**src/rtl/vga_pixel_sink_pkg.sv**
```systemverilog
// rtl/vga_pixel_sink_pkg.sv - shared types and widths for the VGA pixel sink
package vga_pixel_sink_pkg;

    localparam int H_VISIBLE_DEF = 640;
    localparam int V_VISIBLE_DEF = 480;
    localparam int CNT_W         = 10;

    typedef enum logic [1:0] {
        IDLE,
        WAIT_TOP,
        STREAM,
        RESYNC
    } sink_state_t;

    // Occupancy needs one bit more than the address to represent "full".
    function automatic int level_w(input int depth);
        return $clog2(depth) + 1;
    endfunction

endpackage

```
**src/rtl/vga_pixel_sink_if.sv**
```systemverilog
// rtl/vga_pixel_sink_if.sv - upstream pixel stream into the sink
interface vga_pixel_sink_if #(
    parameter int DATA_W = 8
);

    logic [DATA_W-1:0] pix_in;
    logic              valid_in;
    logic              output_ready;

    modport master (
        output pix_in,
        output valid_in,
        input  output_ready
    );

    modport slave (
        input  pix_in,
        input  valid_in,
        output output_ready
    );

endinterface

```
**src/rtl/vga_pixel_sink_fifo.sv**
```systemverilog
// rtl/vga_pixel_sink_fifo.sv - synchronous pixel FIFO with wrap-bit pointers
module vga_pixel_sink_fifo #(
    parameter  int DATA_W = 8,
    parameter  int DEPTH  = 16,
    localparam int AW     = $clog2(DEPTH)
) (
    input  logic              clk,
    input  logic              reset,
    input  logic              i_push,
    input  logic [DATA_W-1:0] i_wdata,
    input  logic              i_pop,
    input  logic              i_flush,
    output logic [DATA_W-1:0] o_rdata,
    output logic              o_full,
    output logic              o_empty,
    output logic [AW:0]       o_level
);

    logic [DATA_W-1:0] r_mem [DEPTH];
    logic [AW:0]       r_wptr;
    logic [AW:0]       r_rptr;
    logic              w_do_push;
    logic              w_do_pop;

    assign w_do_push = i_push && !o_full && !i_flush;
    assign w_do_pop  = i_pop && !o_empty && !i_flush;

    always_ff @(posedge clk or posedge reset) begin
        if (reset) begin
            r_wptr <= '0;
            r_rptr <= '0;
        end else if (i_flush) begin
            r_wptr <= '0;
            r_rptr <= '0;
        end else begin
            if (w_do_push) r_wptr <= r_wptr + (AW+1)'(1);
            if (w_do_pop)  r_rptr <= r_rptr + (AW+1)'(1);
        end
    end

    always_ff @(posedge clk) begin
        if (w_do_push) r_mem[r_wptr[AW-1:0]] <= i_wdata;
    end

    assign o_empty = (r_wptr == r_rptr);
    assign o_full  = (r_wptr[AW] != r_rptr[AW]) && (r_wptr[AW-1:0] == r_rptr[AW-1:0]);
    assign o_level = r_wptr - r_rptr;
    assign o_rdata = r_mem[r_rptr[AW-1:0]];

endmodule

```
**src/rtl/vga_pixel_sink.sv**
```systemverilog
// rtl/vga_pixel_sink.sv - buffers the filter stream and re-times it onto the visible raster
module vga_pixel_sink
    import vga_pixel_sink_pkg::*;
#(
    parameter  int DATA_W    = 8,
    parameter  int DEPTH     = 16,
    parameter  int PREFILL   = 8,
    parameter  int H_VISIBLE = H_VISIBLE_DEF,
    parameter  int V_VISIBLE = V_VISIBLE_DEF,
    localparam int LW        = level_w(DEPTH)
) (
    input  logic                 clk,
    input  logic                 reset,
    vga_pixel_sink_if.slave      s_if,
    input  logic [CNT_W-1:0]     hcount,
    input  logic [CNT_W-1:0]     vcount,
    input  logic                 visible,
    output logic [DATA_W-1:0]    pix_out,
    output logic                 pix_valid,
    output logic                 underflow,
    output logic [LW-1:0]        fifo_level
);

    sink_state_t       r_state;
    sink_state_t       w_next_state;
    logic              w_ready;
    logic              w_accept;
    logic              w_push;
    logic              w_pop;
    logic              w_flush;
    logic              w_underflow;
    logic              w_full;
    logic              w_empty;
    logic              w_top;
    logic              w_last_px;
    logic [DATA_W-1:0] w_rdata;
    logic [LW-1:0]     w_level;
    logic [CNT_W-1:0]  r_in_x;
    logic [CNT_W-1:0]  r_in_y;
    logic [DATA_W-1:0] r_pix_out;
    logic              r_pix_valid;
    logic              r_underflow;

    // Ready depends only on registered state so upstream sees no comb loop.
    assign w_ready           = (r_state == RESYNC) || !w_full;
    assign s_if.output_ready = w_ready;
    assign w_accept          = s_if.valid_in && w_ready;
    assign w_push            = w_accept && (r_state != RESYNC);
    assign w_top             = visible && (hcount == '0) && (vcount == '0);
    assign w_last_px         = (r_in_x == CNT_W'(H_VISIBLE - 1)) && (r_in_y == CNT_W'(V_VISIBLE - 1));

    vga_pixel_sink_fifo #(
        .DATA_W (DATA_W),
        .DEPTH  (DEPTH)
    ) u_fifo (
        .clk     (clk),
        .reset   (reset),
        .i_push  (w_push),
        .i_wdata (s_if.pix_in),
        .i_pop   (w_pop),
        .i_flush (w_flush),
        .o_rdata (w_rdata),
        .o_full  (w_full),
        .o_empty (w_empty),
        .o_level (w_level)
    );

    always_ff @(posedge clk or posedge reset) begin
        if (reset) r_state <= IDLE;
        else       r_state <= w_next_state;
    end

    always_comb begin
        w_next_state = r_state;
        w_pop        = 1'b0;
        w_flush      = 1'b0;
        w_underflow  = 1'b0;
        case (r_state)
            IDLE: begin
                if (w_level >= LW'(PREFILL)) w_next_state = WAIT_TOP;
            end
            WAIT_TOP: begin
                if (w_top) begin
                    w_pop        = !w_empty;
                    w_next_state = STREAM;
                end
            end
            STREAM: begin
                if (visible) begin
                    if (!w_empty) begin
                        w_pop = 1'b1;
                    end else begin
                        w_underflow  = 1'b1;
                        w_next_state = RESYNC;
                    end
                end
            end
            RESYNC: begin
                // Drop input until the upstream frame wraps, so the next frame lands at (0,0).
                w_flush = 1'b1;
                if (((r_in_x == '0) && (r_in_y == '0)) || (w_accept && w_last_px))
                    w_next_state = IDLE;
            end
            default: w_next_state = IDLE;
        endcase
    end

    always_ff @(posedge clk or posedge reset) begin
        if (reset) begin
            r_in_x <= '0;
            r_in_y <= '0;
        end else if (w_accept) begin
            if (r_in_x == CNT_W'(H_VISIBLE - 1)) begin
                r_in_x <= '0;
                r_in_y <= (r_in_y == CNT_W'(V_VISIBLE - 1)) ? '0 : r_in_y + 1'b1;
            end else begin
                r_in_x <= r_in_x + 1'b1;
            end
        end
    end

    always_ff @(posedge clk or posedge reset) begin
        if (reset) begin
            r_pix_out   <= '0;
            r_pix_valid <= 1'b0;
            r_underflow <= 1'b0;
        end else begin
            r_pix_out   <= w_pop ? w_rdata : '0;
            r_pix_valid <= w_pop;
            r_underflow <= w_underflow;
        end
    end

    assign pix_out    = r_pix_out;
    assign pix_valid  = r_pix_valid;
    assign underflow  = r_underflow;
    assign fifo_level = w_level;

endmodule
```
**src/flat_wrapper.sv**
```systemverilog
// flat-port wrapper written by rule: the top's interface ports become plain ports
module vga_pixel_sink_flat import vga_pixel_sink_pkg::*;
#(
    parameter  int DATA_W    = 8,
    parameter  int DEPTH     = 16,
    parameter  int PREFILL   = 8,
    parameter  int H_VISIBLE = H_VISIBLE_DEF,
    parameter  int V_VISIBLE = V_VISIBLE_DEF,
    localparam int LW        = level_w(DEPTH)
)
  (clk, reset, hcount, vcount, visible, pix_out, pix_valid, underflow, fifo_level, s_if_pix_in, s_if_valid_in, s_if_output_ready);
  vga_pixel_sink_if #(.DATA_W(DATA_W)) s_if_i ();
  input  logic clk;
  input  logic reset;
  input  logic [CNT_W-1:0] hcount;
  input  logic [CNT_W-1:0] vcount;
  input  logic visible;
  output logic [DATA_W-1:0] pix_out;
  output logic pix_valid;
  output logic underflow;
  output logic [LW-1:0] fifo_level;
  input wire logic [$bits(s_if_i.pix_in)-1:0] s_if_pix_in;
  input wire logic [$bits(s_if_i.valid_in)-1:0] s_if_valid_in;
  output wire logic [$bits(s_if_i.output_ready)-1:0] s_if_output_ready;
  assign s_if_i.pix_in = s_if_pix_in;
  assign s_if_i.valid_in = s_if_valid_in;
  assign s_if_output_ready = s_if_i.output_ready;
  vga_pixel_sink #(.DATA_W(DATA_W), .DEPTH(DEPTH), .PREFILL(PREFILL), .H_VISIBLE(H_VISIBLE), .V_VISIBLE(V_VISIBLE)) u_core (.clk(clk), .reset(reset), .s_if(s_if_i), .hcount(hcount), .vcount(vcount), .visible(visible), .pix_out(pix_out), .pix_valid(pix_valid), .underflow(underflow), .fifo_level(fifo_level));
endmodule
```
**config.mk**
```make
export PLATFORM = sky130hd
export DESIGN_NAME = vga_pixel_sink_flat
export DESIGN_NICKNAME = d
export VERILOG_FILES = /design/src/rtl/vga_pixel_sink_pkg.sv /design/src/rtl/vga_pixel_sink_if.sv /design/src/rtl/vga_pixel_sink_fifo.sv /design/src/rtl/vga_pixel_sink.sv /design/src/flat_wrapper.sv
export SDC_FILE = /design/constraint.sdc
export NUM_CORES = 1
export LEC_CHECK = 0
export ABC_AREA = 1
export ABC_CLOCK_PERIOD_IN_PS = 5500
export CAP_MARGIN = 20
export CORE_MARGIN = 2
export CORE_UTILIZATION = 50
export DETAILED_ROUTE_END_ITERATION = 8
export DONT_BUFFER_PORTS = 1
export PLACE_DENSITY_LB_ADDON = 0.12
export SLEW_MARGIN = 25
export SYNTH_ARGS = -nofsm -noshare
export SYNTH_HDL_FRONTEND = slang
export SYNTH_HIERARCHICAL = 1
export SYNTH_SLANG_ARGS = --single-unit
```
**constraint.sdc**
```tcl
create_clock -name clk -period 5.5 [get_ports clk]
set_clock_uncertainty 0.1 [all_clocks]
set_input_delay 0.825 -clock clk [delete_from_list [all_inputs] [get_ports clk]]
set_output_delay 0.825 -clock clk [all_outputs]
set_load 0.02 [all_outputs]
```
# Word-level counts from Yosys, hierarchy flattened

Memory sizes are Yosys's and may differ from the RTL's.
Cells that the tools add are included.

Register bits: 42
Bits in latches: 0
Bits in writable memories: 128
Memory bits (read-only): 0
Input bits: 32
Output and inout port bits: 16
Memories: 1

Memories:

| memory              | words | width | rd ports | clocked after Yosys merged registers in | write ports | RTL line                  | text |
|---|---|---|---|---|---|---|---|
| u_core.u_fifo.r_mem | 16    | 8     | 1        | 0                                       | 1           | vga_pixel_sink_fifo.sv:19 | `logic [DATA_W-1:0] r_mem [DEPTH];` |

Add/sub/neg operators: 5
Multipliers: 0
Divide/modulo/power cells: 0
$lt $le $gt $ge: 1
Equal/unequal tests: 14
Shift-type cells: 0
Muxes and demuxes: 23
Bitwise logic cells: 0
Reductions and logical operators: 26

Operators by type and width:

| cell                                                                                 | count |
|---|---|
| 10-bit zero test                                                                     | 4 |
| 10-bit by 1-bit adder with 10-bit output (second input constant)                     | 2 |
| 10-bit two-way mux                                                                   | 2 |
| 5-bit two-way mux                                                                    | 4 |
| 1-bit logical AND                                                                    | 12 |
| 5-bit by 1-bit adder with 5-bit output (second input constant)                       | 2 |
| 10-bit == test (second input constant)                                               | 1 |
| 10-bit by 9-bit == test with 1-bit output (second input constant)                    | 1 |
| 2-bit two-way mux                                                                    | 5 |
| 1-bit two-way mux                                                                    | 9 |
| 8-bit two-way mux                                                                    | 1 |
| 2-bit case mux with 4 select lines                                                   | 1 |
| 2-bit by 1-bit != test with 1-bit output (second input constant)                     | 3 |
| 2-bit != test (second input constant)                                                | 3 |
| 5-bit == test                                                                        | 1 |
| 5-bit by 4-bit greater-or-equal comparator with 1-bit output (second input constant) | 1 |
| 5-bit AND reduction                                                                  | 1 |
| 5-bit subtractor                                                                     | 1 |
| 2-bit == test (second input constant)                                                | 2 |
| 4-bit == test                                                                        | 1 |
| 2-bit nonzero test                                                                   | 2 |
| 1-bit zero test                                                                      | 3 |
| 2-bit by 1-bit == test with 1-bit output (second input constant)                     | 1 |
| 2-bit zero test                                                                      | 1 |
| other kinds (4)                                                                      | 5 |

# Logic depth before layout (Yosys ltp)

Gate-level depths: netlist of the first run.

Word-level depth: 10
Depth in mapped cells: 18
Gate-level depth less buffers: 16

# By module

Netlist of the first run, hierarchy kept.

Modules (own cells, without submodules):

| module              | instances | cells an instance | area an instance (µm²) |
|---|---|---|---|
| vga_pixel_sink_fifo | 1         | 657               | 6389.9 |
| vga_pixel_sink      | 1         | 240               | 1943.1 |

# Worst setup path before layout of the first run

Ideal clock, no wire load.

Path type: register -> register
Start point: register u_core.u_fifo.r_rptr[3]
End point: memory u_core.u_fifo.r_mem[1][0], enable pin
Library setup time: 0.383 ns
Arrival: 2.666 ns
Setup slack: 2.351 ns
Stages on the path, launching flop included: 13
Buffers on the path: 1
Path through: dfrtp_1 > buf_2 > clkinv_1 > ha_1 > nand2_1 > nor2_1 > nand2_2 > inv_1 > nand2_2 > nand2_4 > nor2_1 > nand2_4 > nor3_1

Longest elaborated chain between the ends: 10

Ends and longest elaborated chain:

| element                                 | RTL line                  | text |
|---|---|---|
| start, declared                         | vga_pixel_sink_fifo.sv:21 | `logic [AW:0] r_rptr;` |
| start signal, assigned                  | vga_pixel_sink_fifo.sv:37 | `if (w_do_pop) r_rptr <= r_rptr + (AW+1)'(1);` |
| 4-bit == test                           | vga_pixel_sink_fifo.sv:46 | `assign o_full = (r_wptr[AW] != r_rptr[AW]) && (r_wptr[AW-1:0] == r_rptr[AW-1:0]);` |
| 1-bit logical AND                       | vga_pixel_sink_fifo.sv:46 |  |
| via u_core.w_full                       | vga_pixel_sink.sv:32      | `logic w_full;` |
| 1-bit zero test                         | vga_pixel_sink.sv:45      | `assign w_ready = (r_state == RESYNC) \|\| !w_full;` |
| 1-bit logical OR                        | vga_pixel_sink.sv:45      |  |
| via s_if_output_ready                   | flat_wrapper.sv:24        | `output wire logic [$bits(s_if_i.output_ready)-1:0] s_if_output_ready;` |
| 1-bit logical AND                       | vga_pixel_sink.sv:47      | `assign w_accept = s_if.valid_in && w_ready;` |
| 1-bit logical AND                       | vga_pixel_sink.sv:48      | `assign w_push = w_accept && (r_state != RESYNC);` |
| via u_core.w_push                       | vga_pixel_sink.sv:28      | `logic w_push;` |
| 1-bit logical AND (2 in a row)          | vga_pixel_sink_fifo.sv:25 | `assign w_do_push = i_push && !o_full && !i_flush;` |
| 1-bit two-way mux                       | vga_pixel_sink_fifo.sv:42 | `if (w_do_push) r_mem[r_wptr[AW-1:0]] <= i_wdata;` |
| 1-bit two-way mux (implied by the code) | vga_pixel_sink_fifo.sv:42 |  |
| end, declared                           | vga_pixel_sink_fifo.sv:19 |  |

The timed path passes the listed nets, and every way through them passes these cells.

# Worst setup path after layout of the first run

Start point: register u_core.u_fifo.r_rptr[2]
End point: memory u_core.u_fifo.r_mem[8][5], enable pin

Same word-level chain as after synthesis.

==> report_table.html, run 1 <==
<table>
<tr><th>Metric</th><th>Value</th></tr>
<tr><th colspan="2">Worst hold path</th></tr>
<tr><td>Worst hold-check path type</td><td>input pin to asynchronous set/reset pin</td></tr>
<tr><th colspan="2">Route</th></tr>
<tr><td>Number of vias per cell</td><td>5.32</td></tr>
<tr><td>Post-route antenna net violation count</td><td>0</td></tr>
<tr><td>Violation count after the first detailed-routing iteration</td><td>688</td></tr>
<tr><td>Average wire length per cell after detail routing</td><td>17.4 um</td></tr>
<tr><td>WL final</td><td>19500 um</td></tr>
<tr><td>Number of iterations in the first detailed-routing pass</td><td>5</td></tr>
<tr><td>Detailed-route DRC error count</td><td>0</td></tr>
<tr><td>Via count</td><td>5974</td></tr>
<tr><th colspan="2">CTS</th></tr>
<tr><td>Clock edge transition at the registers on the reported setup and hold paths</td><td>70 ps</td></tr>
<tr><td>TritonCTS clock tree</td><td>yes</td></tr>
<tr><td>Clock latency at the later pin of the worst-skew pair</td><td>430 ps</td></tr>
<tr><td>Total number of clock tree sinks</td><td>170</td></tr>
<tr><td>Setup bufs post-CTS</td><td>0</td></tr>
<tr><td>Total clock buffers created by CTS</td><td>17</td></tr>
<tr><td>CTS H-Tree Depth</td><td>4</td></tr>
<tr><td>Number of cells upsized or downsized after cts</td><td>0</td></tr>
<tr><td>Clock Path Buffers</td><td>2</td></tr>
<tr><td>Root Buffer Master</td><td>sky130_fd_sc_hd__clkbuf_16</td></tr>
<tr><td>Hold buffer count at CTS</td><td>0</td></tr>
<tr><th colspan="2">Yosys</th></tr>
<tr><td>Number of synthesized flops with an enable pin</td><td>128</td></tr>
<tr><td>Syn Nets</td><td>948</td></tr>
<tr><td>Mean Syn Cell Area</td><td>9.29 sq um</td></tr>
<tr><td>FFs w/ async S/R, synth</td><td>24.7%</td></tr>
<tr><td>Synth Flop Type</td><td>sky130_fd_sc_hd__edfxtp_1</td></tr>
<tr><td>Register bit total from synthesis</td><td>170</td></tr>
<tr><td>Cell area after synthesis</td><td>8330 sq um</td></tr>
<tr><td>Sequential fraction of the synthesis area</td><td>58.7%</td></tr>
<tr><td>Cell count after synthesis</td><td>897</td></tr>
<tr><td>Unique masters post-synth</td><td>39</td></tr>
<tr><td>Number of synthesis warnings</td><td>6</td></tr>
<tr><th colspan="2">Placed design</th></tr>
<tr><td>Pre-CTS worst setup slack</td><td>1150 ps</td></tr>
<tr><td>Placer congestion estimate</td><td>0.917</td></tr>
<tr><td>Port bufs</td><td>0</td></tr>
<tr><td>Hpwl dp</td><td>13500 um</td></tr>
<tr><th colspan="2">Timing</th></tr>
<tr><td>Setup repair after global routing missed its margin</td><td>false</td></tr>
<tr><td>Hold Worst Slack</td><td>132 ps</td></tr>
<tr><td>Hold Violations, Final</td><td>0</td></tr>
<tr><td>Count of final max-slew check failures</td><td>0</td></tr>
<tr><td>Worst-Margin Slew</td><td>868 ps</td></tr>
<tr><td>Max_slew headroom</td><td>42.1%</td></tr>
<tr><td>Post-layout min period</td><td>4450 ps</td></tr>
<tr><td>Max frequency</td><td>0.225 GHz</td></tr>
<tr><td>Final count of negative-setup-slack endpoints</td><td>0</td></tr>
<tr><td>Period Utilization, post-route</td><td>81.0%</td></tr>
<tr><td>Slack of the critical path</td><td>1050 ps</td></tr>
<tr><td>Setup TNS</td><td>0 ps</td></tr>
<tr><th colspan="2">Die</th></tr>
<tr><td>Number of placement rows</td><td>47</td></tr>
<tr><td>Die Span X</td><td>133 um</td></tr>
<tr><td>Top Ports</td><td>48</td></tr>
<tr><td>Placeable core area</td><td>16400 sq um</td></tr>
<tr><td>Initial Util</td><td>50.8%</td></tr>
<tr><td>Die outline area</td><td>17700 sq um</td></tr>
<tr><td>Die Height</td><td>133 um</td></tr>
<tr><th colspan="2">Setup path</th></tr>
<tr><td>Worst setup SP type</td><td>register</td></tr>
<tr><td>Element type at the critical path end</td><td>register</td></tr>
<tr><td>Worst endpoint required time</td><td>5460 ps</td></tr>
<tr><td>Worst endpoint data arrival time</td><td>4410 ps</td></tr>
<tr><td>Maximum fanout count along the critical path</td><td>21</td></tr>
<tr><td>Library cell contributing the largest single delay on the critical path</td><td>sky130_fd_sc_hd__dfrtp_1</td></tr>
<tr><td>Chain of cells forming the critical path</td><td>clkinv_1 -&gt; ha_1 -&gt; nand2_1 -&gt; nor2_1 -&gt; nand2_2 -&gt; inv_1 -&gt; nand2_2 -&gt; nand2_4 -&gt; nor2_1 -&gt; nand2_4 -&gt; inv_2 -&gt; nand2_2 -&gt; nor2_1</td></tr>
<tr><td>Peak per-stage delay on the critical path</td><td>780 ps</td></tr>
<tr><td>Crit Path Class</td><td>register to register</td></tr>
<tr><th colspan="2">Layout</th></tr>
<tr><td>Fillers</td><td>1479</td></tr>
<tr><td>Layout Area Growth over Synthesis</td><td>8.50%</td></tr>
<tr><td>Layout net count</td><td>941</td></tr>
<tr><td>Count of antenna diodes in the layout</td><td>0</td></tr>
<tr><td>Fraction of layout cells with a size suffix above 1</td><td>7.42%</td></tr>
<tr><th colspan="2">Pwr</th></tr>
<tr><td>Sequential power share</td><td>41.3%</td></tr>
<tr><td>Internal power of the cells</td><td>2470 uW</td></tr>
<tr><td>Lkg Pwr</td><td>0.00406 uW</td></tr>
<tr><td>Switching power of the nets</td><td>1470 uW</td></tr>
<tr><td>Highest ir drop seen on vdd</td><td>0.247 mV</td></tr>
<tr><td>Proportion of power drawn by combinational gates</td><td>30.2%</td></tr>
<tr><td>Clock share of power</td><td>28.5%</td></tr>
<tr><td>Total power density per cell area</td><td>436 nW/um^2</td></tr>
<tr><td>Switching share of power</td><td>37.2%</td></tr>
<tr><th colspan="2">Global route</th></tr>
<tr><td>Vias in the first global route</td><td>5740</td></tr>
<tr><td>Total track usage</td><td>23.0%</td></tr>
<tr><td>Maximum number of pins on one net before global-route repair</td><td>69</td></tr>
<tr><td>Wire length of the first global-routing pass</td><td>30600 um</td></tr>
<tr><td>Number of antenna violations at the first check in global routing</td><td>0</td></tr>
<tr><td>Gr ovfl total</td><td>0</td></tr>
<tr><th colspan="2">Run status</th></tr>
<tr><td>Run status</td><td>completed</td></tr>
<tr><th colspan="2">Run</th></tr>
<tr><td>Number of violations of the max-capacitance limit</td><td>0</td></tr>
</table>
==> per-layer routing <==
| metal | GRT usage [%] | routed length, um | up-vias |
|---|---|---|---|
| met5 | 0 | 0 | - |
| met4 | 7.80 | 407 | 0 |
| met3 | 5.37 | 1290 | 36 |
| met2 | 34.6 | 8800 | 236 |
| met1 | 33.3 | 9010 | 2848 |
| li1 | - | - | 2854 |
==> stage by stage <==
step	utilization [%]	area, sq um	power (uW)	cells
finish	55.1	9040	3940	1123
global route	55.1	9040	4160	1123
CTS	55.0	9030	3950	1123
detailed placement	51.7	8480	2830	1091
global placement	51.7	8480	2800	1091
floorplan	-	8330	2490	897
==> power by group through the flow <==
stage	Combinational, uW	Clock [uW]	Sequential, uW
after CTS	1180	1140	1630
after detailed placement	1180	0	1650
after global placement	1150	0	1650
final	1190	1120	1630
after global routing	1310	1210	1640
after floorplan	875	0	1620
==> cell type report <==
type | instances | area (sq um) | area share (%)
inverter | 156 | 592 | 6.55
timing repair buffer | 4 | 30.0 | 0.332
sequential | 170 | 4900 | 54.2
multi-input combinational | 541 | 2700 | 29.8
tap | 220 | 275 | 3.04
clock buffer | 19 | 433 | 4.79
clock inverter | 13 | 119 | 1.31
==> cell usage in the layout, fill, tap and decap left out, types with 3 or more instances in the layout <==
cell,instances
sky130_fd_sc_hd__nand2_1,246
sky130_fd_sc_hd__inv_1,148
sky130_fd_sc_hd__nand3_1,131
sky130_fd_sc_hd__edfxtp_1,128
sky130_fd_sc_hd__nor2_1,62
sky130_fd_sc_hd__dfrtp_1,41
sky130_fd_sc_hd__ha_1,18
sky130_fd_sc_hd__clkbuf_16,17
sky130_fd_sc_hd__xor2_1,13
sky130_fd_sc_hd__o21ai_0,10
sky130_fd_sc_hd__nor3_1,9
sky130_fd_sc_hd__nand4_1,9
sky130_fd_sc_hd__nand2_2,7
sky130_fd_sc_hd__inv_6,5
sky130_fd_sc_hd__a21oi_1,5
sky130_fd_sc_hd__inv_2,4
sky130_fd_sc_hd__buf_4,4
sky130_fd_sc_hd__clkinvlp_4,3
sky130_fd_sc_hd__clkinv_2,3
sky130_fd_sc_hd__clkinv_1,3
sky130_fd_sc_hd__nand2_4,3
sky130_fd_sc_hd__nand3_2,3
sky130_fd_sc_hd__nor3_2,3
sky130_fd_sc_hd__xnor2_1,3
==> worst paths after layout <==
| check | start | endpoint | slack [ps] | cells past startpoint |
|---|---|---|---|---|
| worst max-delay path | u_core/u_fifo/r_rptr[2]$_DFFE_PP0P_ | u_core/u_fifo/r_mem[8][5]$_DFFE_PP_ | 1050 | 13 |
| worst min-delay path | reset | u_core/r_in_x[6]$_DFFE_PP0P_ | 130 | 1 |
| worst max register to register | u_core/u_fifo/r_rptr[2]$_DFFE_PP0P_ | u_core/u_fifo/r_mem[8][5]$_DFFE_PP_ | 1050 | 13 |
| worst min register to register | u_core/r_in_x[2]$_DFFE_PP0P_ | u_core/r_in_x[2]$_DFFE_PP0P_ | 430 | 1 |
| max in group asynchronous | reset | u_core/pix_out[7]$_DFF_PP0_ | 4530 | 2 |
| min in group clk | s_if_pix_in[6] | u_core/u_fifo/r_mem[0][6]$_DFFE_PP_ | 390 | 0 |
==> registers in the layout (all words and copies together), names as in the netlist <==
name                  flops
u_core/u_fifo/r_mem     128
u_core/r_in_x            10
u_core/r_in_y            10
u_core/pix_out            8
u_core/u_fifo/r_rptr      5
u_core/u_fifo/r_wptr      5
u_core/r_state            2
u_core/pix_valid          1
u_core/underflow          1
==> cell usage after synthesis (4+ instances only) <==
| library cell | n | area, sq um |
|---|---|---|
| sky130_fd_sc_hd__nand4_1 | 9 | 56.3 |
| sky130_fd_sc_hd__nand2_2 | 7 | 43.8 |
| sky130_fd_sc_hd__o21ai_0 | 10 | 50.1 |
| sky130_fd_sc_hd__inv_1 | 149 | 559 |
| sky130_fd_sc_hd__buf_2 | 20 | 100 |
| sky130_fd_sc_hd__xor2_1 | 13 | 114 |
| sky130_fd_sc_hd__clkbuf_1 | 6 | 22.5 |
| sky130_fd_sc_hd__edfxtp_1 | 128 | 3840 |
| sky130_fd_sc_hd__ha_1 | 18 | 225 |
| sky130_fd_sc_hd__a21oi_1 | 5 | 25.0 |
| sky130_fd_sc_hd__dfrtp_1 | 42 | 1050 |
| sky130_fd_sc_hd__nand3_1 | 131 | 656 |
| sky130_fd_sc_hd__nor3_1 | 11 | 55.1 |
| sky130_fd_sc_hd__nor2_1 | 62 | 233 |
| sky130_fd_sc_hd__nand2_1 | 246 | 923 |
| sky130_fd_sc_hd__inv_2 | 4 | 15.0 |
==> worst max-delay path, delay by kind of cell (launching register included) <==
family / cells / cell delay, ps
flops: 1 / 780
buf+inv: 3 / 790
fa+ha+maj: 1 / 550
simple gates: 9 / 1840
==> cells by family (layout without fill, tap and decap cells) <==
| family | count (synthesis) | in the layout | share of synthesized area [%] |
|---|---|---|---|
| compound gates | 23 | 23 | 1.59 |
| xor+xnor | 16 | 16 | 1.68 |
| fa+ha+maj | 19 | 19 | 2.94 |
| buf+inv | 186 | 192 | 9.02 |
| flops | 170 | 170 | 58.7 |
| simple gates | 483 | 483 | 26.0 |
Power figures use the tool's default switching activity.
==> run 2, diff against run 1 <==
--- a/config.mk
+++ b/config.mk
@@ -6,7 +6,7 @@
 export NUM_CORES = 1
 export LEC_CHECK = 0
 export ABC_AREA = 1
-export ABC_CLOCK_PERIOD_IN_PS = 5500
+export ABC_CLOCK_PERIOD_IN_PS = 3800
 export CAP_MARGIN = 20
 export CORE_MARGIN = 2
 export CORE_UTILIZATION = 50
==> constraint.sdc (replaced) <==
create_clock -name clk -period 3.8 [get_ports clk]
set_clock_uncertainty 0.1 [all_clocks]
set_input_delay 0.57 -clock clk [delete_from_list [all_inputs] [get_ports clk]]
set_output_delay 0.57 -clock clk [all_outputs]
set_load 0.02 [all_outputs]
==> report_table.html, run 2 (synthesis results as in run 1) <==
<table>
<tr><th>Metric</th><th>Value</th></tr>
<tr><th colspan="2">Global route</th></tr>
<tr><td>Gr ovfl total</td><td>0 (unchanged)</td></tr>
<tr><td>Number of antenna violations at the first check in global routing</td><td>0 (unchanged)</td></tr>
<tr><td>Total track usage</td><td>23.4% (was 23.0%)</td></tr>
<tr><td>Wire length of the first global-routing pass</td><td>31500 um (was 30600 um)</td></tr>
<tr><td>Maximum number of pins on one net before global-route repair</td><td>69 (unchanged)</td></tr>
<tr><td>Vias in the first global route</td><td>5983 (was 5740)</td></tr>
<tr><th colspan="2">Timing</th></tr>
<tr><td>Setup repair after global routing missed its margin</td><td>false (unchanged)</td></tr>
<tr><td>Period Utilization, post-route</td><td>85.1% (was 81.0%)</td></tr>
<tr><td>Count of final max-slew check failures</td><td>0 (unchanged)</td></tr>
<tr><td>Post-layout min period</td><td>3230 ps (was 4450 ps)</td></tr>
<tr><td>Final count of negative-setup-slack endpoints</td><td>0 (unchanged)</td></tr>
<tr><td>Worst-Margin Slew</td><td>894 ps (was 868 ps)</td></tr>
<tr><td>Max_slew headroom</td><td>40.4% (was 42.1%)</td></tr>
<tr><td>Hold Violations, Final</td><td>0 (unchanged)</td></tr>
<tr><td>Setup TNS</td><td>0 ps (unchanged)</td></tr>
<tr><td>Max frequency</td><td>0.309 GHz (was 0.225 GHz)</td></tr>
<tr><td>Slack of the critical path</td><td>568 ps (was 1050 ps)</td></tr>
<tr><th colspan="2">Run</th></tr>
<tr><td>Number of violations of the max-capacitance limit</td><td>0 (unchanged)</td></tr>
<tr><th colspan="2">Setup path</th></tr>
<tr><td>Cell type group with the largest total delay on the critical path</td><td>simple AND/OR/NAND/NOR gates (unchanged)</td></tr>
<tr><td>Worst setup SP type</td><td>register (unchanged)</td></tr>
<tr><td>Worst reg2reg setup slack</td><td>570 ps (was 1050 ps)</td></tr>
<tr><td>Maximum fanout count along the critical path</td><td>12 (was 21)</td></tr>
<tr><td>Worst endpoint data arrival time</td><td>3190 ps (was 4410 ps)</td></tr>
<tr><td>Element type at the critical path end</td><td>register (unchanged)</td></tr>
<tr><td>Crit Path Class</td><td>register to register (unchanged)</td></tr>
<tr><td>Worst endpoint required time</td><td>3760 ps (was 5460 ps)</td></tr>
<tr><td>Worst reg-to-reg path cell count</td><td>12 (was 13)</td></tr>
<tr><td>Reg-to-Reg End</td><td>u_core/u_fifo/r_mem[9][3]$_DFFE_PP_ (was u_core/u_fifo/r_mem[8][5]$_DFFE_PP_)</td></tr>
<tr><td>Buffers and inverters on the worst path</td><td>2 (was 3)</td></tr>
<tr><td>Library cell contributing the largest single delay on the critical path</td><td>sky130_fd_sc_hd__nor2_1 (was sky130_fd_sc_hd__dfrtp_1)</td></tr>
<tr><td>Chain of cells forming the critical path</td><td>ha_1 -&gt; nand2_1 -&gt; nor2_1 -&gt; nand2_2 -&gt; inv_1 -&gt; nand2_2 -&gt; nand2_4 -&gt; nor2_1 -&gt; nand2_4 -&gt; inv_2 -&gt; nand2_2 -&gt; nor2_1 (was clkinv_1 -&gt; ha_1 -&gt; nand2_1 -&gt; nor2_1 -&gt; nand2_2 -&gt; inv_1 -&gt; nand2_2 -&gt; nand2_4 -&gt; nor2_1 -&gt; nand2_4 -&gt; inv_2 -&gt; nand2_2 -&gt; nor2_1)</td></tr>
<tr><td>Peak per-stage delay on the critical path</td><td>610 ps (was 780 ps)</td></tr>
<tr><td>Worst reg2reg startpoint</td><td>u_core/u_fifo/r_wptr[2]$_DFFE_PP0P_ (was u_core/u_fifo/r_rptr[2]$_DFFE_PP0P_)</td></tr>
<tr><th colspan="2">Layout</th></tr>
<tr><td>Fraction of layout cells with a size suffix above 1</td><td>8.11% (was 7.42%)</td></tr>
<tr><td>Most common library cell in the layout ignoring fill and taps</td><td>sky130_fd_sc_hd__nand2_1 (unchanged)</td></tr>
<tr><td>Count of antenna diodes in the layout</td><td>0 (unchanged)</td></tr>
<tr><td>Post-Layout Inst Area</td><td>9110 sq um (was 9040 sq um)</td></tr>
<tr><td>Number of flip-flops in the largest register</td><td>128 (unchanged)</td></tr>
<tr><td>Most frequent cells in the layout</td><td>246 x sky130_fd_sc_hd__nand2_1, 148 x sky130_fd_sc_hd__inv_1, 131 x sky130_fd_sc_hd__nand3_1 (unchanged)</td></tr>
<tr><td>Sequential cell area in the final layout</td><td>4900 sq um (unchanged)</td></tr>
<tr><td>Post-layout utilization of the core</td><td>55.5% (was 55.1%)</td></tr>
<tr><td>Layout Area Growth over Synthesis</td><td>9.32% (was 8.50%)</td></tr>
<tr><td>Layout net count</td><td>951 (was 941)</td></tr>
<tr><td>Area occupied by multi-input gates</td><td>2690 sq um (was 2700 sq um)</td></tr>
<tr><td>Fillers</td><td>1461 (was 1479)</td></tr>
<tr><th colspan="2">Worst hold path</th></tr>
<tr><td>Worst hold stages</td><td>0</td></tr>
<tr><td>Worst Hold Path EP</td><td>u_core/u_fifo/r_mem[4][3]$_DFFE_PP_</td></tr>
<tr><td>Worst hold-check path type</td><td>input pin to register (was input pin to asynchronous set/reset pin)</td></tr>
<tr><td>Min-Delay Startpoint</td><td>s_if_pix_in[3]</td></tr>
<tr><th colspan="2">CTS</th></tr>
<tr><td>Root Buffer Master</td><td>sky130_fd_sc_hd__clkbuf_16 (unchanged)</td></tr>
<tr><td>Setup bufs post-CTS</td><td>0 (unchanged)</td></tr>
<tr><td>Clock edge transition at the registers on the reported setup and hold paths</td><td>70 ps (about the same)</td></tr>
<tr><td>CTS H-Tree Depth</td><td>4 (unchanged)</td></tr>
<tr><td>Total clock buffers created by CTS</td><td>17 (unchanged)</td></tr>
<tr><td>Clock latency at the later pin of the worst-skew pair</td><td>430 ps (about the same)</td></tr>
<tr><td>Clock Path Buffers</td><td>2 (unchanged)</td></tr>
<tr><td>Total number of clock tree sinks</td><td>170 (unchanged)</td></tr>
<tr><td>TritonCTS clock tree</td><td>yes (unchanged)</td></tr>
<tr><td>Number of cells upsized or downsized after cts</td><td>0 (unchanged)</td></tr>
<tr><td>Hold buffer count at CTS</td><td>1 (was 0)</td></tr>
<tr><th colspan="2">Run status</th></tr>
<tr><td>Run status</td><td>completed (unchanged)</td></tr>
<tr><th colspan="2">Pwr</th></tr>
<tr><td>Total power density per cell area</td><td>627 nW/um^2 (was 436 nW/um^2)</td></tr>
<tr><td>Highest ir drop seen on vdd</td><td>0.356 mV (was 0.247 mV)</td></tr>
<tr><td>Lkg Pwr</td><td>0.00410 uW (was 0.00406 uW)</td></tr>
<tr><th colspan="2">Placed design</th></tr>
<tr><td>Port bufs</td><td>0 (unchanged)</td></tr>
<tr><td>Hpwl dp</td><td>13300 um (was 13500 um)</td></tr>
<tr><td>Pre-CTS worst setup slack</td><td>584 ps (was 1150 ps)</td></tr>
<tr><td>Placer congestion estimate</td><td>0.888 (was 0.917)</td></tr>
<tr><td>Post-detailed-placement cell area</td><td>8550 sq um (was 8480 sq um)</td></tr>
<tr><th colspan="2">Route</th></tr>
<tr><td>WL final</td><td>19400 um (was 19500 um)</td></tr>
<tr><td>Via count</td><td>5983 (was 5974)</td></tr>
<tr><td>Number of vias per cell</td><td>5.28 (was 5.32)</td></tr>
<tr><td>Average wire length per cell after detail routing</td><td>17.1 um (was 17.4 um)</td></tr>
<tr><td>Post-route antenna net violation count</td><td>0 (unchanged)</td></tr>
<tr><td>Detailed-route DRC error count</td><td>0 (unchanged)</td></tr>
<tr><td>Number of iterations in the first detailed-routing pass</td><td>5 (unchanged)</td></tr>
<tr><td>Violation count after the first detailed-routing iteration</td><td>549 (was 688)</td></tr>
<tr><th colspan="2">Die</th></tr>
<tr><td>Top Ports</td><td>48 (unchanged)</td></tr>
<tr><td>Number of placement rows</td><td>47 (unchanged)</td></tr>
<tr><td>Placeable core area</td><td>16400 sq um (unchanged)</td></tr>
<tr><td>Die outline area</td><td>17700 sq um (unchanged)</td></tr>
<tr><td>Initial Util</td><td>50.8% (unchanged)</td></tr>
<tr><td>Die Height</td><td>133 um (unchanged)</td></tr>
<tr><td>Die Span X</td><td>133 um (unchanged)</td></tr>
</table>
==> run 2: layout make-up <==
cell class	count	area share, %
inverter	156	6.50
clock buffer	18	4.71
clock inverter	14	1.36
multi-input combinational	541	29.5
tap	220	3.02
timing repair buffer	14	1.18
sequential	170	53.7
==> run 2: per-stage QoR <==
| step | instances | hold WS, ps | power (uW) |
|---|---|---|---|
| detailed placement | 1100 | 382 | 4110 |
| floorplan | 897 | 310 | 3610 |
| finish | 1133 | 130 | 5720 |
| global placement | 1100 | 382 | 4080 |
| global route | 1133 | 110 | 6040 |
| CTS | 1133 | 116 | 5730 |
==> run 2: where the power goes <==
group          internal (uW)  switching [uW]
clock                    902             716
combinational            519            1230
sequential              2200             152
total                   3620            2100
==> run 2: how the worst max path moves through the flow <==
stage / end / from / slack, ps / depth (start not counted)
global route: u_core/u_fifo/r_mem[4][6]$_DFFE_PP_ / u_core/u_fifo/r_wptr[2]$_DFFE_PP0P_ / 350 / 12
global placement: u_core/u_fifo/r_mem[9][2]$_DFFE_PP_ / u_core/u_fifo/r_wptr[2]$_DFFE_PP0P_ / 640 / 12
floorplan: u_core/u_fifo/r_mem[1][0]$_DFFE_PP_ / u_core/u_fifo/r_rptr[3]$_DFFE_PP0P_ / 650 / 12
detailed placement: u_core/u_fifo/r_mem[4][3]$_DFFE_PP_ / u_core/u_fifo/r_wptr[2]$_DFFE_PP0P_ / 580 / 12
CTS: u_core/u_fifo/r_mem[4][6]$_DFFE_PP_ / u_core/u_fifo/r_wptr[2]$_DFFE_PP0P_ / 570 / 12
finish: u_core/u_fifo/r_mem[9][3]$_DFFE_PP_ / u_core/u_fifo/r_wptr[2]$_DFFE_PP0P_ / 570 / 12
==> run 2: routing by layer <==
layer	wire length [um]	GRT usage, %	up-vias
met3	902	4.30	34
li1	-	-	2875
met1	8940	32.2	2880
met4	425	8.69	0
met5	0	0	-
met2	9140	37.6	194
==> run 3, diff against run 2 <==
--- a/config.mk
+++ b/config.mk
@@ -8,11 +8,11 @@
 export ABC_AREA = 1
 export ABC_CLOCK_PERIOD_IN_PS = 3800
 export CAP_MARGIN = 20
-export CORE_MARGIN = 2
+export CORE_MARGIN = 4
 export CORE_UTILIZATION = 50
 export DETAILED_ROUTE_END_ITERATION = 8
 export DONT_BUFFER_PORTS = 1
-export PLACE_DENSITY_LB_ADDON = 0.12
+export PLACE_DENSITY = 0.69
 export SLEW_MARGIN = 25
 export SYNTH_ARGS = -nofsm -noshare
 export SYNTH_HDL_FRONTEND = slang
==> report_table.html, run 3 (synthesis results as in run 1) <==
<table>
<tr><th>Metric</th><th>Value</th></tr>
<tr><th colspan="2">Layout</th></tr>
<tr><td>Sequential cell area in the final layout</td><td>4900 sq um (unchanged)</td></tr>
<tr><td>Area occupied by multi-input gates</td><td>2690 sq um (unchanged)</td></tr>
<tr><td>Most frequent cells in the layout</td><td>246 x sky130_fd_sc_hd__nand2_1, 148 x sky130_fd_sc_hd__inv_1, 131 x sky130_fd_sc_hd__nand3_1 (unchanged)</td></tr>
<tr><td>Most common library cell in the layout ignoring fill and taps</td><td>sky130_fd_sc_hd__nand2_1 (unchanged)</td></tr>
<tr><td>Post-layout utilization of the core</td><td>56.8% (was 55.5%)</td></tr>
<tr><td>Fraction of layout cells with a size suffix above 1</td><td>8.53% (was 8.11%)</td></tr>
<tr><td>Count of antenna diodes in the layout</td><td>0 (unchanged)</td></tr>
<tr><td>Fillers</td><td>1387 (was 1461)</td></tr>
<tr><td>Post-Layout Inst Area</td><td>9160 sq um (was 9110 sq um)</td></tr>
<tr><td>Layout Area Growth over Synthesis</td><td>9.89% (was 9.32%)</td></tr>
<tr><td>Layout net count</td><td>952 (was 951)</td></tr>
<tr><td>Number of flip-flops in the largest register</td><td>128 (unchanged)</td></tr>
<tr><th colspan="2">Setup path</th></tr>
<tr><td>Peak per-stage delay on the critical path</td><td>620 ps (was 610 ps)</td></tr>
<tr><td>Maximum fanout count along the critical path</td><td>12 (unchanged)</td></tr>
<tr><td>Chain of cells forming the critical path</td><td>ha_1 -&gt; nand2_1 -&gt; nor2_1 -&gt; nand2_2 -&gt; inv_1 -&gt; nand2_2 -&gt; nand2_4 -&gt; nor2_1 -&gt; nand2_4 -&gt; inv_2 -&gt; nand2_2 -&gt; nor2_1 (unchanged)</td></tr>
<tr><td>Element type at the critical path end</td><td>register (unchanged)</td></tr>
<tr><td>Crit Path Class</td><td>register to register (unchanged)</td></tr>
<tr><td>Worst setup SP type</td><td>register (unchanged)</td></tr>
<tr><td>Worst endpoint data arrival time</td><td>3210 ps (was 3190 ps)</td></tr>
<tr><td>Library cell contributing the largest single delay on the critical path</td><td>sky130_fd_sc_hd__nor2_1 (unchanged)</td></tr>
<tr><td>Worst endpoint required time</td><td>3760 ps (about the same)</td></tr>
<tr><th colspan="2">Timing</th></tr>
<tr><td>Max frequency</td><td>0.308 GHz (was 0.309 GHz)</td></tr>
<tr><td>Hold Violations, Final</td><td>0 (unchanged)</td></tr>
<tr><td>Post-layout min period</td><td>3250 ps (was 3230 ps)</td></tr>
<tr><td>Count of final max-slew check failures</td><td>0 (unchanged)</td></tr>
<tr><td>Period Utilization, post-route</td><td>85.4% (was 85.1%)</td></tr>
<tr><td>Worst-Margin Slew</td><td>926 ps (was 894 ps)</td></tr>
<tr><td>Final count of negative-setup-slack endpoints</td><td>0 (unchanged)</td></tr>
<tr><td>Setup repair after global routing missed its margin</td><td>false (unchanged)</td></tr>
<tr><td>Setup TNS</td><td>0 ps (unchanged)</td></tr>
<tr><td>Max_slew headroom</td><td>38.2% (was 40.4%)</td></tr>
<tr><th colspan="2">Run</th></tr>
<tr><td>Number of violations of the max-capacitance limit</td><td>0 (unchanged)</td></tr>
<tr><th colspan="2">Global route</th></tr>
<tr><td>Number of antenna violations at the first check in global routing</td><td>0 (unchanged)</td></tr>
<tr><td>Total track usage</td><td>21.1% (was 23.4%)</td></tr>
<tr><td>Maximum number of pins on one net before global-route repair</td><td>69 (unchanged)</td></tr>
<tr><td>Gr ovfl total</td><td>0 (unchanged)</td></tr>
<tr><td>Vias in the first global route</td><td>5751 (was 5983)</td></tr>
<tr><td>Wire length of the first global-routing pass</td><td>29400 um (was 31500 um)</td></tr>
<tr><th colspan="2">Die</th></tr>
<tr><td>Initial Util</td><td>51.7% (was 50.8%)</td></tr>
<tr><td>Placeable core area</td><td>16100 sq um (was 16400 sq um)</td></tr>
<tr><td>Number of placement rows</td><td>46 (was 47)</td></tr>
<tr><td>Die Span X</td><td>137 um (was 133 um)</td></tr>
<tr><td>Top Ports</td><td>48 (unchanged)</td></tr>
<tr><td>Die outline area</td><td>18800 sq um (was 17700 sq um)</td></tr>
<tr><td>Die Height</td><td>137 um (was 133 um)</td></tr>
<tr><th colspan="2">CTS</th></tr>
<tr><td>Clock latency at the later pin of the worst-skew pair</td><td>440 ps (was 430 ps)</td></tr>
<tr><td>Hold buffer count at CTS</td><td>1 (unchanged)</td></tr>
<tr><td>Number of cells upsized or downsized after cts</td><td>0 (unchanged)</td></tr>
<tr><td>Clock Path Buffers</td><td>2 (unchanged)</td></tr>
<tr><td>Total number of clock tree sinks</td><td>170 (unchanged)</td></tr>
<tr><td>Clock edge transition at the registers on the reported setup and hold paths</td><td>70 ps (about the same)</td></tr>
<tr><td>TritonCTS clock tree</td><td>yes (unchanged)</td></tr>
<tr><td>Setup bufs post-CTS</td><td>0 (unchanged)</td></tr>
<tr><td>Root Buffer Master</td><td>sky130_fd_sc_hd__clkbuf_16 (unchanged)</td></tr>
<tr><td>Total clock buffers created by CTS</td><td>17 (unchanged)</td></tr>
<tr><td>CTS H-Tree Depth</td><td>4 (unchanged)</td></tr>
<tr><th colspan="2">Route</th></tr>
<tr><td>Post-route antenna net violation count</td><td>0 (unchanged)</td></tr>
<tr><td>Via count</td><td>5937 (was 5983)</td></tr>
<tr><td>WL final</td><td>18800 um (was 19400 um)</td></tr>
<tr><td>Violation count after the first detailed-routing iteration</td><td>584 (was 549)</td></tr>
<tr><td>Detailed-route DRC error count</td><td>0 (unchanged)</td></tr>
<tr><td>Number of vias per cell</td><td>5.25 (was 5.28)</td></tr>
<tr><td>Average wire length per cell after detail routing</td><td>16.6 um (was 17.1 um)</td></tr>
<tr><td>Number of iterations in the first detailed-routing pass</td><td>6 (was 5)</td></tr>
<tr><th colspan="2">Run status</th></tr>
<tr><td>Run status</td><td>completed (unchanged)</td></tr>
<tr><th colspan="2">Placed design</th></tr>
<tr><td>Post-detailed-placement cell area</td><td>8550 sq um (about the same)</td></tr>
<tr><td>Placer congestion estimate</td><td>0.880 (was 0.888)</td></tr>
<tr><td>Port bufs</td><td>0 (unchanged)</td></tr>
<tr><td>Hpwl dp</td><td>12700 um (was 13300 um)</td></tr>
<tr><th colspan="2">Pwr</th></tr>
<tr><td>Total power density per cell area</td><td>637 nW/um^2 (was 627 nW/um^2)</td></tr>
<tr><td>Highest ir drop seen on vdd</td><td>0.373 mV (was 0.356 mV)</td></tr>
<tr><td>Lkg Pwr</td><td>0.00414 uW (was 0.00410 uW)</td></tr>
<tr><th colspan="2">Worst hold path</th></tr>
<tr><td>Worst hold-check path type</td><td>input pin to asynchronous set/reset pin (was input pin to register)</td></tr>
</table>
## run 3: stage by stage
stage          cells  worst slack [ps]  total power [uW]  hold WS, ps
2_1_floorplan    897               651              3610          310
3_3_place_gp    1097               673              4090          376
3_5_place_dp    1097               600              4110          378
4_1_cts         1130               582              5850         8.71
5_1_grt         1130               355              6160         36.5
6_report        1130               553              5840         11.6
## run 3: critical path, delay by kind of cell (launching register included)
kind | cells | cell delay [ps]
simple gates | 9 | 1740
flops | 1 | 470
fa+ha+maj | 1 | 410
buf+inv | 2 | 140
## run 3: layout make-up
cell class / instances / area share, %
Sequential cell: 170 / 53.5
Inverter: 156 / 6.46
Tap cell: 216 / 2.95
Clock inverter: 15 / 1.89
Multi-Input combinational cell: 541 / 29.3
Timing Repair Buffer: 15 / 1.26
Clock buffer: 17 / 4.65
## run 3: worst paths after layout
check / end / slack, ps / cells past startpoint / from
setup / recovery: u_core/u_fifo/r_mem[15][6]$_DFFE_PP_ / 550 / 12 / u_core/u_fifo/r_wptr[2]$_DFFE_PP0P_
hold / removal: u_core/r_in_x[0]$_DFFE_PP0P_ / 10 / 2 / reset
setup reg to reg: u_core/u_fifo/r_mem[15][6]$_DFFE_PP_ / 550 / 12 / u_core/u_fifo/r_wptr[2]$_DFFE_PP0P_
hold reg to reg: u_core/r_in_x[2]$_DFFE_PP0P_ / 440 / 1 / u_core/r_in_x[2]$_DFFE_PP0P_
max in group asynchronous: u_core/u_fifo/r_rptr[0]$_DFFE_PP0P_ / 2810 / 2 / reset
min in group clk: u_core/u_fifo/r_mem[6][7]$_DFFE_PP_ / 130 / 0 / s_if_pix_in[7]
## run 3: routing by layer
| layer | GRT usage, % | part of all wire [%] |
|---|---|---|
| met5 | 0 | 0 |
| met4 | 7.21 | 2.0 |
| met3 | 4.96 | 7.0 |
| met2 | 35.7 | 49 |
| met1 | 26.7 | 42 |
## run 3: report_power, final
| group | internal [uW] | switching [uW] | total [uW] | leakage, uW |
|---|---|---|---|---|
| Clock | 944 | 802 | 1750 | 0.000295 |
| Sequential | 2200 | 149 | 2340 | 0.00166 |
| Combinational | 531 | 1210 | 1740 | 0.00219 |
